File: config.mk
export PLATFORM = sky130hd
export DESIGN_NAME = fifo_wr_packer
export DESIGN_NICKNAME = d
export VERILOG_FILES = /design/src/rtl/fifo_wr_packer.sv
export SDC_FILE = /design/constraint.sdc
export NUM_CORES = 1
export LEC_CHECK = 0
export ABC_AREA = 1
export CAP_MARGIN = 10
export CORE_AREA = 2 2 87 81
export CTS_BUF_LIST = sky130_fd_sc_hd__clkbuf_4 sky130_fd_sc_hd__clkbuf_8
export CTS_CLUSTER_DIAMETER = 100
export DETAILED_ROUTE_END_ITERATION = 7
export DIE_AREA = 0 0 89 83
export GPL_TIMING_DRIVEN = 0
export PLACE_DENSITY = 0.91
export SYNTH_ARGS = -nofsm -noshare
export SYNTH_HDL_FRONTEND = slang
export SYNTH_SLANG_ARGS = --single-unit
File: constraint.sdc
create_clock -name w_clk -period 1.8 [get_ports w_clk]
set_input_delay 0.36 -clock w_clk [delete_from_list [all_inputs] [get_ports w_clk]]
set_output_delay 0.36 -clock w_clk [all_outputs]
set_load 0.1 [all_outputs]
File: src/rtl/fifo_wr_packer.sv
// Write-side packer for the dual-clock FIFO: gathers RATIO narrow beats into one wide word.
// Optional partial-word idle flush is enabled by defining PACK_TIMEOUT_EN.
module fifo_wr_packer #(
    parameter int IN_W    = 8,
    parameter int RATIO   = 4,
    parameter int TIMEOUT = 16
) (
    input  logic                       w_clk,
    input  logic                       w_rst_n,
    input  logic                       s_valid,
    output logic                       s_ready,
    input  logic [IN_W-1:0]            s_data,
    input  logic                       s_last,
    output logic                       w_en,
    output logic [IN_W*RATIO-1:0]      w_data,
    output logic [RATIO-1:0]           w_keep,
    output logic                       w_last,
    input  logic                       full,
    output logic [$clog2(RATIO+1)-1:0] pack_lvl
);

    localparam int CW = (RATIO > 1) ? $clog2(RATIO) : 1;
    localparam int LW = $clog2(RATIO+1);
    localparam int DW = IN_W * RATIO;

    typedef enum logic {EMPTY, HOLD} state_t;

    state_t            r_state;
    state_t            w_nextState;
    logic [CW-1:0]     r_cnt;
    logic [DW-1:0]     r_acc;
    logic [DW-1:0]     r_word;
    logic [DW-1:0]     w_nextWord;
    logic [RATIO-1:0]  r_keep;
    logic [RATIO-1:0]  w_nextKeep;
    logic              r_last;
    logic              w_nextLast;
    logic              w_accept;
    logic              w_write;
    logic              w_complete;
    logic              w_flush;
    logic              w_load;
    logic              w_lastLane;
    logic              w_readyBase;

    assign w_write     = (r_state == HOLD) && !full;
    assign w_readyBase = (r_state == EMPTY) || !full;
    assign w_lastLane  = (r_cnt == CW'(RATIO - 1));

`ifdef PACK_TIMEOUT_EN
    logic [15:0] r_idle;

    assign w_flush = (r_cnt != '0) && (int'(r_idle) >= TIMEOUT) && w_readyBase;
    // A beat offered on the flush cycle must wait so it lands in the next word.
    assign s_ready = w_rst_n && w_readyBase && !w_flush;

    always_ff @(posedge w_clk or negedge w_rst_n) begin
        if (!w_rst_n) begin
            r_idle <= '0;
        end else if (w_accept || (r_cnt == '0) || w_flush) begin
            r_idle <= '0;
        end else if (r_idle != 16'hFFFF) begin
            r_idle <= r_idle + 16'd1;
        end
    end
`else
    assign w_flush = 1'b0;
    assign s_ready = w_rst_n && w_readyBase;
`endif

    assign w_accept   = s_valid && s_ready;
    assign w_complete = w_accept && (w_lastLane || s_last);
    assign w_load     = w_complete || w_flush;

    // Untouched accumulator lanes are always zero, so unfilled lanes come out zero.
    always_comb begin
        w_nextWord = r_acc;
        w_nextKeep = '0;
        w_nextLast = 1'b0;
        for (int i = 0; i < RATIO; i++) begin
            if (w_complete) begin
                w_nextKeep[i] = (i <= int'(r_cnt));
            end else begin
                w_nextKeep[i] = (i < int'(r_cnt));
            end
        end
        if (w_complete) begin
            w_nextWord[int'(r_cnt)*IN_W +: IN_W] = s_data;
            w_nextLast = s_last;
        end
    end

    always_comb begin
        w_nextState = r_state;
        case (r_state)
            EMPTY:   if (w_load) w_nextState = HOLD;
            HOLD:    if (w_load) w_nextState = HOLD;
                     else if (w_write) w_nextState = EMPTY;
            default: w_nextState = EMPTY;
        endcase
    end

    always_ff @(posedge w_clk or negedge w_rst_n) begin
        if (!w_rst_n) begin
            r_state <= EMPTY;
        end else begin
            r_state <= w_nextState;
        end
    end

    always_ff @(posedge w_clk or negedge w_rst_n) begin
        if (!w_rst_n) begin
            r_acc <= '0;
            r_cnt <= '0;
        end else if (w_load) begin
            r_acc <= '0;
            r_cnt <= '0;
        end else if (w_accept) begin
            r_acc[int'(r_cnt)*IN_W +: IN_W] <= s_data;
            r_cnt <= r_cnt + 1'b1;
        end
    end

    always_ff @(posedge w_clk or negedge w_rst_n) begin
        if (!w_rst_n) begin
            r_word <= '0;
            r_keep <= '0;
            r_last <= 1'b0;
        end else if (w_load) begin
            r_word <= w_nextWord;
            r_keep <= w_nextKeep;
            r_last <= w_nextLast;
        end
    end

    assign w_en     = (r_state == HOLD);
    assign w_data   = r_word;
    assign w_keep   = r_keep;
    assign w_last   = r_last;
    assign pack_lvl = LW'(r_cnt);

endmodule
**After elaboration in Yosys (flattened, before gate mapping)**

Cells that the tools add are included.

- Bits in registers: 72
- Latch bits: 0
- RAM bits: 0
- Bits in read-only memories: 0
- Input port bits: 13
- Output and inout port bits: 42
- Word-level logic and storage cells: 32
- Memories kept: 0

- $add $sub $neg: 2
- Multiply operators: 0
- Div/mod/pow operators: 0
- Order comparisons: 3
- Eq/ne operators: 1
- Shift-type cells: 2
- Muxes and demuxes: 9
- Bitwise operators: 1
- Reductions and logical operators: 8

Operators by type and width:

| operator | number |
|---|---|
| 32-bit two-way mux | 2 |
| 5-bit negation with 33-bit output | 1 |
| 8-bit by 33-bit variable shift with 32-bit output (first input constant) | 1 |
| 8-bit by 33-bit variable part select with 32-bit output | 1 |
| 32-bit bitwise mux | 1 |
| 2-bit less-or-equal comparator (first input constant) | 2 |
| 1-bit logical AND | 4 |
| 2-bit two-way mux | 2 |
| 1-bit two-way mux | 3 |
| 2-bit by 1-bit adder with 2-bit output (second input constant) | 1 |
| 2-bit equality test (second input constant) | 1 |
| 1-bit by 2-bit less-or-equal comparator with 1-bit output (first input constant) | 1 |
| 1-bit logical OR | 2 |
| 1-bit one-hot mux with 2 select lines | 1 |
| 2-bit nonzero test | 1 |
| 1-bit zero test | 1 |
| 1-bit inverter | 1 |

**Longest topological paths before layout**

- Depth after elaboration: 7
- Mapped depth: 10
- Mapped depth without buffers: 9

**Least setup slack after synthesis**

No wires, ideal clock.

- Path kind: reg2reg
- From: register r_cnt[0]
- To: register r_word[11], in the netlist w_data[11]
- Library setup time: 0.070 ns
- Arrival: 2.289 ns
- Data required time: 1.730 ns
- Path slack: -0.559 ns
- Cell stages (with the launch flop): 10
- Path buffers: 2
- Clock period less this slack: 2.359 ns
- Path through: dfrtp_1 > buf_2 > inv_1 > ha_1 > inv_1 > buf_4 > nand3_1 > o21ai_0 > nand2_1 > nand2_1

- Word-level cells in the longest chain between the ends: 3
- Elaborated cells on any way between the ends: 7
- Classes of those cells: 1 x add/sub; 1 x eq/ne; 2 x shift; 1 x mux; 2 x reduce/logical

RTL lines:

| what | line | source |
|---|---|---|
| start: declaration | 30 | `logic [CW-1:0] r_cnt;` |
| start signal: assignment | 120 | `r_cnt <= r_cnt + 1'b1;` |
| 5-bit negation with 33-bit output / 2-bit equality test (equally long branches) | 88, 48 |  |
| 8-bit by 33-bit variable part select with 32-bit output (tied with other cells) | 88 | `w_nextWord[int'(r_cnt)*IN_W +: IN_W] = s_data;` |
| 32-bit bitwise mux / 1-bit logical AND (equally long branches) | 88, 72 |  |
| end signal: assignment | 130 | `r_word <= w_nextWord;` |
| end: declaration | 32 | `logic [DW-1:0] r_word;` |

Several ways; a longest one is shown, not always the timed one.
A chain may end at the register's enable or synchronous reset.

**Worst setup path in the final report**

- From: register r_cnt[0]
- To: output port pack_lvl[0]

RTL lines:

| what | line | source |
|---|---|---|
| end: declaration | 19 | `output logic [$clog2(RATIO+1)-1:0] pack_lvl` |

No word-level cell between the ends.

==> impl_metrics.json <==
{
  "path_buf_inv": 1,
  "synthArstFlopShare_pct": 100,
  "cp_data_arrival_time_ns": 1.37,
  "drc_errors": 0,
  "finalCritPeriodShare_pct": 96.2,
  "clk_pin_slew_ns": 0.08,
  "cp-start-kind": "flop",
  "dp_hpwl_microns": 6430,
  "core_sq_um": 6450,
  "min_period_ns": 1.73,
  "final_cells": 615,
  "internal_power_mw": 3.33,
  "final_nets": 540,
  "crit_required_ns": 1.44,
  "antenna_cells": 0,
  "via_count": 3223,
  "worst_pin_slew_ns": 0.564,
  "grt_max_degree": 75,
  "finalPower_mw": 5.90,
  "preCtsSetupSlack_ns": -1.09,
  "die_x_microns": 89,
  "critPathKind": "reg2out",
  "violations": "negative hold slack",
  "rows": 28,
  "grt_pass1_vias": 3206,
  "maxSlewHeadroom_pct": 62.6,
  "worst_path_largest_cell_delay_ns": 0.57,
  "end_kind": "output pin",
  "netlist_area_sq_um": 3450,
  "grt_use_total_pct": 26.5,
  "synth_flop_cell": "dfrtp_1",
  "setup_viol": 0,
  "clk_path_buf_depth": 2,
  "ys_seq_elements": 72,
  "worstSkewPairLatency_ns": 0.35,
  "numCtsBuffers": 9,
  "clock_sinks": 72,
  "hold_class": "in2async",
  "root_buffer": "clkbuf_8",
  "fillers": 510,
  "drv_cap": 0,
  "seqPwrFrac_pct": 32.9,
  "via_per_inst": 5.24,
  "area_growth_pct": 32.4,
  "grt_pass1_wl_microns": 15200,
  "slew_viol_final": 0,
  "ys_top_cells_by_count": "nand2_1 (243), dfrtp_1 (72), o21ai_0 (45), inv_1 (17)",
  "rsz0062_at_grt": "false",
  "syn_nets": 467,
  "hold_viol": 72,
  "p_clk_share_pct": 27.0,
  "combPwrFrac_pct": 40.1,
  "finalSetupTns_ns": 0,
  "setup_ws_ns": 0.0676,
  "timing.rr.start": "r_cnt[0]$_DFFE_PN0P_",
  "synth_cells": 447,
  "synth.distinct_cells": 20,
  "synth_edf_count": 0,
  "place_congestion": 0.858,
  "synth_top_cell_by_area": "dfrtp_1",
  "p_sw_mw": 2.57,
  "start_util_pct": 53.6,
  "antenna_found_initial": 0,
  "r2r_cells": 7,
  "holdWs_ns": -0.115,
  "yosys_warnings": 0,
  "fmax_mhz": 577,
  "h-tree-depth": 3,
  "crit_family": "buffers and inverters",
  "p_per_area_nw_per_um2": 1290,
  "syn_area_per_cell_sq_um": 7.73,
  "dpl.cell_count": 590,
  "worstSetupPathDepth": 1,
  "wl_per_cell_microns": 15.0,
  "synth_area_leaders": "dfrtp_1 (52%), nand2_1 (26%), o21ai_0 (6.5%), ha_1 (2.5%), inv_1 (1.8%)",
  "dr.pass1.iters": 4,
  "globalRoute.totalOverflow": 0,
  "cp_cell_sequence": "clkdlybuf4s15_2",
  "crit_start": "r_cnt[0]$_DFFE_PN0P_",
  "postRouteWirelength_microns": 9200,
  "num_io_pins": 55,
  "antenna_left": 0,
  "drt_iter0_drc": 204,
  "vdd_ir_drop_max_uv": 957,
  "p_leak_nw": 2.42,
  "crit_slowest_cell": "clkdlybuf4s15_2",
  "layout-drive-gt1-share_pct": 21.7,
  "io_buffer_count": 53,
  "yosysMostFrequentCell": "nand2_1",
  "synth_seq_area_share_pct": 52.2,
  "crit_fanout": 5,
  "die_h_microns": 83,
  "cts_tree": "built",
  "status": "finished with violations",
  "die-area_sq_um": 7390,
  "yosysTopAreaCellShare_pct": 52.2,
  "skew_ns": 0.0155,
  "switching_share_pct": 43.6
}
[placed cells by master, fill, tap and decap left out]
cell type / n
nand2_1: 243
dfrtp_1: 69
clkdlybuf4s15_2: 40
o21ai_0: 35
inv_1: 15
buf_4: 15
clkdlybuf4s50_1: 11
clkbuf_8: 10
o21ai_2: 9
nand4_1: 8
nor2_1: 8
nand3_1: 8
clkbuf_1: 5
nor2_4: 4
o21ai_1: 4
buf_2: 4
ha_1: 4
inv_2: 3
nor2_2: 3
buf_6: 3
bufinv_16: 3
clkbuf_2: 2
nand3_2: 2
ha_2: 2
clkbuf_4: 2
dfrtp_2: 2
buf_8: 1
clkinvlp_4: 1
and2_2: 1
nand3_4: 1
or2_2: 1
ha_4: 1
conb_1: 1
clkinv_2: 1
clkinv_4: 1
buf_12: 1
dfrtp_4: 1
[layer usage]
| metal | part of all wire [%] | GRT usage, % | vias up |
|---|---|---|---|
| met5 | 0 | 0 | - |
| met4 | 1.8 | 7.60 | 0 |
| met3 | 5.5 | 7.46 | 15 |
| met2 | 49 | 41.0 | 117 |
| met1 | 44 | 36.4 | 1554 |
| li1 | - | - | 1537 |
[layout make-up]
type	instances	area [sq um]	share of cell area (%)
multi-input combinational	335	1530	33.5
timing repair buffer	62	656	14.3
clock inverter	5	104	2.27
clock buffer	11	145	3.17
buffer	21	143	3.12
tap	90	113	2.46
inverter	19	75.1	1.64
sequential	72	1810	39.5
[power by group through the flow]
stage	sequential (mW)	combinational (mW)	clock, mW
2_1_floorplan	3.02	0.650	0
3_3_place_gp	1.96	2.26	0
3_5_place_dp	1.97	2.29	0
4_1_cts	1.94	2.28	1.60
5_1_grt	1.96	2.49	1.67
6_report	1.94	2.37	1.59
[sequential cells by signal (all words and copies together) (netlist names)]
signal,cells
r_acc,32
w_last,1
w_data,32
w_en,1
w_keep,4
r_cnt,2
[timing repair]
action                                 4_1_cts  5_1_grt
setup endpoints to repair                   99       63
pin swaps                                    1        3
gates cloned                                 0        0
resized for setup                          129       27
setup buffers                                2        7
endpoints found under the hold margin       72       72
[logic make-up after synthesis]
family                   share of synthesized area (%)
AO/OA/AOI/OAI                                     6.96
adder cells (fa/ha/maj)                           2.54
buffers and inverters                             5.83
flip-flops                                        52.2
other                                            0.109
AND/OR/NAND/NOR                                   32.4
[path summary, 6_finish.rpt]
check                                          to  slack, ns
max                                   pack_lvl[0]       0.07
min                         w_data[3]$_DFFE_PN0N_      -0.11
max reg2reg                w_data[20]$_DFFE_PN0N_       0.09
min reg2reg                 w_keep[0]$_DFFE_PN0N_       0.48
max in group asynchronous    r_cnt[0]$_DFFE_PN0P_       1.53
min in group w_clk          w_keep[0]$_DFFE_PN0N_       0.48
[metrics by stage]
stage	cell area (sq um)	utilization, %
after global routing	4570	70.9
final	4570	70.9
after CTS	4460	69.1
after floorplan	3490	-
after global placement	4130	64.1
after detailed placement	4130	64.1
Power figures use the tool's default switching activity.
